[config.mk]
export PLATFORM = sky130hd
export DESIGN_NAME = alu_issue_ctrl_flat
export DESIGN_NICKNAME = d
export VERILOG_FILES = /design/src/rtl/alu_issue_ctrl_if.sv /design/src/rtl/alu_issue_ctrl.sv /design/src/flat_wrapper.sv
export SDC_FILE = /design/constraint.sdc
export NUM_CORES = 1
export LEC_CHECK = 0
export BUFFER_PORTS_ARGS = -buffer_cell sky130_fd_sc_hd__buf_2
export CORE_ASPECT_RATIO = 0.8
export CORE_MARGIN = 4
export CORE_UTILIZATION = 52
export CTS_BUF_LIST = sky130_fd_sc_hd__clkbuf_8
export DETAILED_ROUTE_END_ITERATION = 10
export PLACE_DENSITY = 0.94
export SLEW_MARGIN = 20
export SYNTH_ARGS = -nofsm -noshare
export SYNTH_HDL_FRONTEND = slang
export SYNTH_SLANG_ARGS = --single-unit
[constraint.sdc]
create_clock -name clk -period 7.6 [get_ports clk]
set_input_delay 0.76 -clock clk [delete_from_list [all_inputs] [get_ports clk]]
set_output_delay 0.76 -clock clk [all_outputs]
set_load 0.01 [all_outputs]
[src/rtl/alu_issue_ctrl_if.sv]
// rtl/alu_issue_ctrl_if.sv - request/response handshake bundle for the ALU issue controller
interface alu_issue_ctrl_if;
    logic        req_valid;
    logic        req_ready;
    logic [2:0]  req_op;
    logic [31:0] req_a;
    logic [31:0] req_b;
    logic        rsp_valid;
    logic        rsp_ready;
    logic [31:0] rsp_result;

    modport master (
        output req_valid, req_op, req_a, req_b, rsp_ready,
        input  req_ready, rsp_valid, rsp_result
    );

    modport slave (
        input  req_valid, req_op, req_a, req_b, rsp_ready,
        output req_ready, rsp_valid, rsp_result
    );
endinterface

[src/rtl/alu_issue_ctrl.sv]
// rtl/alu_issue_ctrl.sv - issues one ALU op at a time, captures result and NZCV status
module alu_issue_ctrl #(
    parameter int ALU_LATENCY = 1,
    parameter int CNT_W       = 16
) (
    input  logic              clk,
    input  logic              rst,
    alu_issue_ctrl_if.slave   bus,
    output logic [2:0]        alu_control,
    output logic [31:0]       alu_a,
    output logic [31:0]       alu_b,
    input  logic [31:0]       alu_bus_in,
    input  logic              alu_c_in,
    input  logic              alu_v_in,
    output logic [3:0]        flags_nzcv,
    output logic [CNT_W-1:0]  ops_done
);

    typedef enum logic [1:0] {IDLE, WAIT, RESP} state_t;

    // Counter preload: the capture happens on the edge where the count is zero.
    localparam logic [3:0] LAT_M1 = 4'(ALU_LATENCY - 1);

    state_t      state;
    state_t      state_nxt;
    logic [3:0]  wait_cnt;
    logic        accept;
    logic        capture;
    logic        handshake;
    logic [31:0] result_q;

    assign bus.rsp_result = result_q;

    // State register
    always_ff @(posedge clk or posedge rst) begin
        if (rst) begin
            state <= IDLE;
        end else begin
            state <= state_nxt;
        end
    end

    // Next-state and handshake outputs
    always_comb begin
        state_nxt     = state;
        accept        = 1'b0;
        capture       = 1'b0;
        handshake     = 1'b0;
        bus.req_ready = 1'b0;
        bus.rsp_valid = 1'b0;
        case (state)
            IDLE: begin
                bus.req_ready = ~rst;
                if (bus.req_valid && !rst) begin
                    accept    = 1'b1;
                    state_nxt = WAIT;
                end
            end
            WAIT: begin
                if (wait_cnt == 4'd0) begin
                    capture   = 1'b1;
                    state_nxt = RESP;
                end
            end
            RESP: begin
                bus.rsp_valid = 1'b1;
                if (bus.rsp_ready) begin
                    handshake = 1'b1;
                    state_nxt = IDLE;
                end
            end
            default: state_nxt = IDLE;
        endcase
    end

    // Latency counter: preloaded on accept, counts down while waiting on the ALU
    always_ff @(posedge clk or posedge rst) begin
        if (rst) begin
            wait_cnt <= 4'd0;
        end else if (accept) begin
            wait_cnt <= LAT_M1;
        end else if (state == WAIT && wait_cnt != 4'd0) begin
            wait_cnt <= wait_cnt - 4'd1;
        end
    end

    // ALU drive registers, result capture and NZCV status (nop leaves flags alone)
    always_ff @(posedge clk or posedge rst) begin
        if (rst) begin
            alu_control <= 3'b000;
            alu_a       <= 32'd0;
            alu_b       <= 32'd0;
            result_q    <= 32'd0;
            flags_nzcv  <= 4'b0000;
        end else if (accept) begin
            alu_control <= bus.req_op;
            alu_a       <= bus.req_a;
            alu_b       <= bus.req_b;
        end else if (capture) begin
            result_q    <= alu_bus_in;
            if (alu_control != 3'b000) begin
                flags_nzcv <= {alu_bus_in[31], (alu_bus_in == 32'd0), alu_c_in, alu_v_in};
            end
            alu_control <= 3'b000;
        end
    end

    // Completed-operation counter, wraps silently
    always_ff @(posedge clk or posedge rst) begin
        if (rst) begin
            ops_done <= '0;
        end else if (handshake) begin
            ops_done <= ops_done + 1'b1;
        end
    end

endmodule
[src/flat_wrapper.sv]
// flat-port wrapper written by rule: the top's interface ports become plain ports
module alu_issue_ctrl_flat 
#(
    parameter int ALU_LATENCY = 1,
    parameter int CNT_W       = 16
)
  (clk, rst, alu_control, alu_a, alu_b, alu_bus_in, alu_c_in, alu_v_in, flags_nzcv, ops_done, bus_req_valid, bus_req_op, bus_req_a, bus_req_b, bus_rsp_ready, bus_req_ready, bus_rsp_valid, bus_rsp_result);
  alu_issue_ctrl_if bus_i ();
  input  logic clk;
  input  logic rst;
  output logic [2:0] alu_control;
  output logic [31:0] alu_a;
  output logic [31:0] alu_b;
  input  logic [31:0] alu_bus_in;
  input  logic alu_c_in;
  input  logic alu_v_in;
  output logic [3:0] flags_nzcv;
  output logic [CNT_W-1:0] ops_done;
  input wire logic [$bits(bus_i.req_valid)-1:0] bus_req_valid;
  input wire logic [$bits(bus_i.req_op)-1:0] bus_req_op;
  input wire logic [$bits(bus_i.req_a)-1:0] bus_req_a;
  input wire logic [$bits(bus_i.req_b)-1:0] bus_req_b;
  input wire logic [$bits(bus_i.rsp_ready)-1:0] bus_rsp_ready;
  output wire logic [$bits(bus_i.req_ready)-1:0] bus_req_ready;
  output wire logic [$bits(bus_i.rsp_valid)-1:0] bus_rsp_valid;
  output wire logic [$bits(bus_i.rsp_result)-1:0] bus_rsp_result;
  assign bus_i.req_valid = bus_req_valid;
  assign bus_i.req_op = bus_req_op;
  assign bus_i.req_a = bus_req_a;
  assign bus_i.req_b = bus_req_b;
  assign bus_i.rsp_ready = bus_rsp_ready;
  assign bus_req_ready = bus_i.req_ready;
  assign bus_rsp_valid = bus_i.rsp_valid;
  assign bus_rsp_result = bus_i.rsp_result;
  alu_issue_ctrl #(.ALU_LATENCY(ALU_LATENCY), .CNT_W(CNT_W)) u_core (.clk(clk), .rst(rst), .bus(bus_i), .alu_control(alu_control), .alu_a(alu_a), .alu_b(alu_b), .alu_bus_in(alu_bus_in), .alu_c_in(alu_c_in), .alu_v_in(alu_v_in), .flags_nzcv(flags_nzcv), .ops_done(ops_done));
endmodule
* Word level (Yosys, flattened, before mapping)
Cells that the tools add are included.
** Cells by class
- Add/subtract/negate cells :: 2
- Equal/unequal tests :: 5
- Multiplexer cells :: 16
- Bitwise operators :: 2
- Reduce and logical (&&, ||, !) cells :: 13
** Operators by type and width (count)
- logical NOT 32 bit :: 1
- adder 16 x 1 -> 16 bit (second input constant) :: 1
- two-way mux 1 bit :: 8
- two-way mux 4 bit :: 2
- two-way mux 2 bit :: 3
- two-way mux 3 bit :: 2
- one-hot mux 2 bit (3 select lines) :: 1
- AND reduction 3 bit :: 2
- logical NOT 4 bit :: 1
- inequality test 2 x 1 -> 1 bit (second input constant) :: 2
- nonzero test 2 bit :: 2
- nonzero test 4 bit :: 1
- subtractor 4 x 1 -> 4 bit (second input constant) :: 1
- nonzero test 3 bit :: 1
- == test 2 x 1 -> 1 bit (second input constant) :: 1
- == test 2 bit (second input constant) :: 1
- logical AND 1 bit :: 2
- logical NOT 2 bit :: 1
- inequality test 2 bit (second input constant) :: 1
- inverter 1 bit :: 2
- AND reduction 2 bit :: 1
- logical NOT 1 bit :: 1
** Storage, ports and cells
- Input port bits :: 105
- Logic and storage cells :: 46
- Register bits after elaboration :: 125
- Output and inout port bits :: 121

* Logic depth before layout (Yosys ltp)
Gate-level depths: netlist of run 1.
- Depth after elaboration :: 6
- Depth in mapped cells :: 6
- Gate-level depth less buffers :: 6

* Worst setup path before layout of run 1
Ideal clock, no wire load.
- Kind :: input port to flip-flop
- Start point :: input rst
- End point :: register u_core.alu_a[0]
- Required time :: 7.475 ns
- Data arrival time :: 1.735 ns
- Cell stages on the path :: 5
- Path slack :: 5.741 ns
- Cells stage by stage :: nor3_2 > and2_1 > buf_6 > buf_6 > mux2_2
** Between the ends
- Word-level cells in the longest chain between the ends :: 4
** Ends and longest elaborated chain
- start: declaration :: RTL line flat_wrapper.sv:10 : input logic rst;
- logical NOT 1 bit :: RTL line alu_issue_ctrl.sv:54 : if (bus.req_valid && !rst) begin
- logical AND 1 bit :: RTL line alu_issue_ctrl.sv:54
- two-way mux 1 bit :: RTL line alu_issue_ctrl.sv:54
- two-way mux 1 bit :: RTL line alu_issue_ctrl.sv:51 : case (state)
- end signal: assignment :: RTL line alu_issue_ctrl.sv:97 : alu_a <= bus.req_a;
- end: declaration :: RTL line alu_issue_ctrl.sv:10 : output logic [31:0] alu_a,
No other way between the ends.
A chain may end at the register's enable or synchronous reset.

* Worst setup path after layout of run 1
- Start point :: register u_core.wait_cnt[0]
- End point :: register u_core.flags_nzcv[1]
** Between the ends
- Word-level cells in the longest chain between the ends :: 4
** Ends and longest elaborated chain
- start: declaration :: RTL line alu_issue_ctrl.sv:26 : logic [3:0] wait_cnt;
- start signal: assignment :: RTL line alu_issue_ctrl.sv:83 : wait_cnt <= wait_cnt - 4'd1;
- logical NOT 4 bit :: RTL line alu_issue_ctrl.sv:60 : if (wait_cnt == 4'd0) begin
- two-way mux 1 bit :: RTL line alu_issue_ctrl.sv:60
- two-way mux 1 bit :: RTL line alu_issue_ctrl.sv:51
- AND reduction 3 bit (no source line)
- end signal: assignment :: RTL line alu_issue_ctrl.sv:102 : flags_nzcv <= {alu_bus_in[31], (alu_bus_in == 32'd0), alu_c_in, alu_v_in};
- end: declaration :: RTL line alu_issue_ctrl.sv:15 : output logic [3:0] flags_nzcv,
No other way between the ends.

==> impl_metrics.yaml, run 1 <==
setup_path:
  ff2ff_setup_slack_ps: 5180
  worstPathRequired_ps: 7900
  crit_path_start_kind: "flop"
  r2r_cells: 5
  worstSetupEndpointType: "flop"
  crit_type: "flop to flop"
  critPathMaxFanout: 35
  rr_endpoint: "u_core.flags_nzcv[1]"
  rr_startpoint: "u_core.wait_cnt[0]"
  crit_arrival_ps: 2720
sta:
  hold_viol_final: 0
  min_period_ps: 2420
  report.final.slew_viol_count: 0
  grt_setup_unrepaired: "no"
  timing.setup.tns_ps: 0
  clock_skew_ps: 9.14
  fin_crit_sh_pct: 31.8
  worst_pin_slew_ps: 871
  setup-violations-final: 0
  slew_headroom_pct: 41.9
  max_freq_mhz: 414
layout:
  num_antenna_cells: 0
  areaGrowthSynthToFinish_pct: 32.1
  final_core_util_pct: 71.3
  fillers: 615
  drive_above_1_share_pct: 63.3
  nets: 667
routing:
  drt_iter0_drc: 220
  dr.pass1.iters: 4
  vias: 3554
  drt_wl_total_um: 12000
  drt.antenna.violating_nets: 0
  post_drt_wl_per_cell_um: 17.5
  drc: 0
  via_per_inst: 5.17
clocking:
  clockBufferDepth: 2
  clk_pin_slew_ps: 70
  cts-htree-levels: 4
  cts_tree: "yes"
  cts_hold_buf: 0
  cts_buffers: 17
  clk_latency_ps: 420
  post_cts_buffers: 0
  cts_sinks: 125
  ctsResizeCount: 0
  cts-root-buf: "clkbuf_8"
power:
  pwr-share-seq_pct: 41.8
  clkPwrFrac_pct: 21.4
  p_leak_nw: 3.26
  pwr-share-comb_pct: 36.8
  internal_power_mw: 1.79
  power_switching_mw: 0.907
  irDropWorstVdd_v: 0.000245
  power_density_mw_per_mm2: 413
  swShare_pct: 33.7
floorplanning:
  die_area_mm2: 0.0111
  rows: 31
  initial_utilization_pct: 54.0
  die_h_um: 95.2
  pin_count: 226
  die_w_um: 117
  core_mm2: 0.00915
synthesis:
  ys_seq_area_share_pct: 63.3
  ys_ff_latch: 125
  synth_area_mm2: 0.00494
  yosys.area.top_type: "dfrtp_1"
  synthDistinctLibCells: 29
  synth.most_common_cell: "dfrtp_1"
  synth_area_leaders: "dfrtp_1 63%, mux2_2 22%, buf_6 1.8%"
  yosys_warnings: 0
  yosys-top-cells-count: "125 x dfrtp_1, 95 x mux2_2, 10 x nor2_1"
  synth_top_cell_area_share_pct: 63.3
  synth_top_flop_cell: "dfrtp_1"
  ys_async_sr_fraction_pct: 100
  avgSynthCellArea_um2: 15.3
  syn_nets: 432
  synth_edf_count: 0
  syn_inst: 324
grt:
  grt_use_total_pct: 21.6
  grt_remaining_overflow: 0
  antenna_found_initial: 0
  grt_pass1_vias: 3775
  grt_pass1_wl_um: 18400
  grt_max_degree: 74
placed_design:
  dpl.hpwl_um: 8960
  port_buffers: 225
  place_congestion: 0.847
hold_path:
  hold_class: "input port to async pin"
job:
  drv_cap: 0
status:
  outcome: "complete, no violations"
## how the worst max path moves through the flow
stage                             startpoint                    to  slack (ps)
after global routing      u_core.wait_cnt[0]  u_core.flags_nzcv[0]        4960
after global placement                   rst      u_core.alu_a[19]        5240
after floorplan                          rst       u_core.alu_a[0]        3510
after detailed placement  u_core.wait_cnt[0]  u_core.flags_nzcv[1]        5140
after CTS                 u_core.wait_cnt[0]  u_core.flags_nzcv[1]        5130
final                     u_core.wait_cnt[0]  u_core.flags_nzcv[1]        5180
## layout by cell type (no fill, tap or decap), types with 2 or more instances in the layout
cell type	instances
bufinv_16	2
nor4_1	9
clkinv_2	2
mux2_2	95
buf_2	225
a22o_1	3
clkinv_4	2
ha_1	3
clkinvlp_4	6
nor3_1	4
clkbuf_8	19
nor2_1	10
and3_1	2
xnor2_1	9
nand4_1	6
buf_4	2
xor2_1	9
inv_1	3
nand2b_1	2
nand2_1	6
dfrtp_1	125
nand3_1	9
mux2_1	6
## power by group through the flow
stage,Clock [mW],Combinational [mW],Sequential (mW)
after global routing,0.624,1.08,1.16
after floorplan,0,0.451,1.26
after CTS,0.590,1.01,1.13
after global placement,0,0.959,1.11
final,0.577,0.990,1.13
after detailed placement,0,1.00,1.13
## metrics by stage
step	instance area, µm²	worst slack [ps]	std cells	hold slack, ps	power (mW)
4_1_cts	6530	5130	687	486	2.72
5_1_grt	6530	4960	687	513	2.87
6_report	6530	5180	687	485	2.69
2_1_floorplan	4940	3510	324	507	1.71
3_3_place_gp	6130	5240	655	461	2.07
3_5_place_dp	6130	5140	655	470	2.14
## logic make-up (layout without fill, tap and decap cells)
| family | after synthesis | in the layout | synth area share [%] |
|---|---|---|---|
| DFF | 125 | 125 | 63.3 |
| muxes | 101 | 101 | 23.0 |
| and+or+nand+nor | 57 | 57 | 6.61 |
| xor gates and xnor gates | 18 | 18 | 3.19 |
| buffers and inverters | 15 | 263 | 2.43 |
| AOI/OAI and AO/OA | 5 | 5 | 0.734 |
| adders and majority gates | 3 | 3 | 0.759 |
## registers in the layout (all words and copies together) (netlist names)
name	cells
u_core.alu_b	32
u_core.ops_done	16
u_core.bus.rsp_result	32
u_core.state	2
u_core.alu_control	3
u_core.wait_cnt	4
u_core.flags_nzcv	4
u_core.alu_a	32
## critical path, stage by stage (launching register included)
cell,delay (ps)
dfrtp_1,380
inv_1,120
ha_1,200
nand3_2,630
nor2_1,550
mux2_2,390
## metal layers
metal  wire [µm]  GRT usage (%)  vias to the layer above
li1            -              -                     1623
met1        4580           24.8                     1749
met2        6110           36.7                      161
met3        1130           7.99                       21
met4         195           8.21                        0
met5           0              0                        -
## cell type report
cell class,count,area [µm²],share of cell area (%)
flip-flops and latches,125,3130,47.9
multi-input cells,184,1700,26.0
repair buffers,227,1140,17.5
clock buffers,19,262,4.00
well taps,115,144,2.20
clock inverters,13,141,2.17
inverters,4,17.5,0.268
Power figures use the tool's default switching activity.
==> run 2, diff against run 1 <==
Settings changed: CORE_UTILIZATION 52 to 44, PLACE_DENSITY 0.94 to 0.86.
Clock period 7.6 ns to 2.2 ns, I/O delays scaled along.
==> run 2 against run 1 <==
Against the previous run:
- maximum frequency grew 41%
- clock power grew to 3.5 times the previous value
- non-clock buffer count grew 19
- flip-flop and latch count is the same
- highest routed layer unchanged
- worst hold slack lost 460 ps
- sequential power grew to 3.5 times the previous value
- total power grew to 3.5 times the previous value
- via count grew 2.0%
==> impl_metrics.yaml, run 2 (synthesis gave the netlist of run 1 again) <==
floorplanning:
  core_mm2: 0.0109
  initial_utilization_pct: 45.2
  pin_count: 226
  rows: 34
  die_h_um: 103
  die_w_um: 127
  die_area_mm2: 0.0130
setup_path:
  crit_type: "flop to flop"
  crit_path_start_kind: "flop"
  critPathMaxFanout: 28
  critPathSlowestCell: "mux2_2"
  path_cells: "inv_1 -> ha_1 -> nand3_2 -> buf_4 -> mux2_2"
  max_stage_delay_ps: 390
  ff2ff_setup_slack_ps: 480
  worstPathRequired_ps: 2500
  worstSetupEndpointType: "flop"
  crit_arrival_ps: 2020
grt:
  grt_remaining_overflow: 0
  grt_max_degree: 74
  grt_pass1_wl_um: 18800
  grt_pass1_vias: 3719
  grt_use_total_pct: 18.4
  antenna_found_initial: 0
routing:
  post_drt_wl_per_cell_um: 16.3
  drt_iter0_drc: 92
  drt_wl_total_um: 12000
  drt.antenna.violating_nets: 0
  dr.pass1.iters: 4
  via_per_inst: 4.93
  drc: 0
  vias: 3625
clocking:
  clk_pin_slew_ps: 70
  clk_latency_ps: 420
  cts_tree: "yes"
  cts-root-buf: "clkbuf_8"
  ctsResizeCount: 0
  clockBufferDepth: 2
  cts_buffers: 17
  cts_sinks: 125
  cts-htree-levels: 4
sta:
  timing.setup.tns_ps: 0
  setup-violations-final: 0
  grt_setup_unrepaired: "no"
  min_period_ps: 1720
  hold_viol_final: 0
  report.final.slew_viol_count: 0
  max_freq_mhz: 581
  slew_headroom_pct: 58.5
  worst_pin_slew_ps: 622
  fin_crit_sh_pct: 78.2
  clock_skew_ps: 6.41
job:
  drv_cap: 0
power:
  internal_power_mw: 6.27
  pwr-share-comb_pct: 36.8
  power_density_mw_per_mm2: 1380
  clkPwrFrac_pct: 21.4
  pwr-share-seq_pct: 41.7
  swShare_pct: 33.2
  irDropWorstVdd_v: 0.000789
  p_leak_nw: 3.36
  power_switching_mw: 3.12
layout:
  nets: 686
  areaGrowthSynthToFinish_pct: 37.4
  mostFrequentLayoutCells: "225 x buf_2, 125 x dfrtp_1, 95 x mux2_2"
  num_antenna_cells: 0
  drive_above_1_share_pct: 61.8
  final_common_cell: "buf_2"
  final_core_util_pct: 62.1
status:
  outcome: "complete, no violations"
placed_design:
  dpl.hpwl_um: 9080
  port_buffers: 225
  place_congestion: 0.810
hold_path:
  hold_class: "input port to flop"
run 2: cell count changes in the layout (fill, tap and decap cells not counted), sizes merged:
cell,delta
buf,+3
bufinv,+1
clkbuf,-2
clkinv,+6
clkinvlp,-3
dlygate4sd3,+16
inv,-2
run 2: area by class of cell:
cell class	instances	area, µm²
clock buffer	17	234
clock inverter	15	174
fill	851	4140
inverter	4	18.8
multi-input combinational	184	1700
sequential	125	3130
tap	144	180
timing repair buffer	246	1360
run 2: metal layers:
metal	global-route usage, %	part of all wire [%]	wire [µm]
met1	22.3	39	4690
met2	30.9	50	5990
met3	7.30	9.4	1130
met4	5.69	1.6	192
met5	0	0	0
run 2: final timing paths:
path,end,depth (start not counted),start
setup / recovery,u_core.bus.rsp_result[30],5,u_core.wait_cnt[0]
setup reg to reg,u_core.bus.rsp_result[30],5,u_core.wait_cnt[0]
max in group asynchronous,u_core.alu_b[8],4,rst
hold / removal,u_core.alu_a[2],2,bus_req_a[2]
hold reg to reg,u_core.ops_done[15],1,u_core.ops_done[15]
min in group asynchronous,u_core.ops_done[1],4,rst
run 2: critical path: cells and delay by family (launching register included):
kind	cells	cell delay [ps]
buffers and inverters	2	450
muxes	1	390
DFF	1	360
adders and majority gates	1	230
and+or+nand+nor	1	170
run 2: timing repair:
item                      4_1_cts  5_1_grt
hold endpoints to repair       76       12
hold buffers                    4       12
setup buffers                   0        0
run 2: through the flow:
| step | setup WS, ps | hold slack (ps) | cell area [µm²] | power, mW | std cells |
|---|---|---|---|---|---|
| global placement | 558 | 385 | 6220 | 7.25 | 687 |
| detailed placement | 471 | 400 | 6220 | 7.43 | 687 |
| floorplan | 441 | 332 | 4950 | 5.92 | 324 |
| finish | 480 | 28.0 | 6790 | 9.39 | 735 |
| global route | 380 | 0.0832 | 6790 | 10.0 | 735 |
| CTS | 456 | 2.68 | 6670 | 9.49 | 723 |
run 2: power groups by stage:
| stage | Sequential [mW] | Combinational, mW | Clock [mW] |
|---|---|---|---|
| final | 3.92 | 3.46 | 2.01 |
| after global routing | 4.05 | 3.78 | 2.17 |
| after CTS | 3.92 | 3.50 | 2.07 |
| after detailed placement | 3.94 | 3.49 | 0 |
| after global placement | 3.87 | 3.38 | 0 |
| after floorplan | 4.36 | 1.56 | 0 |
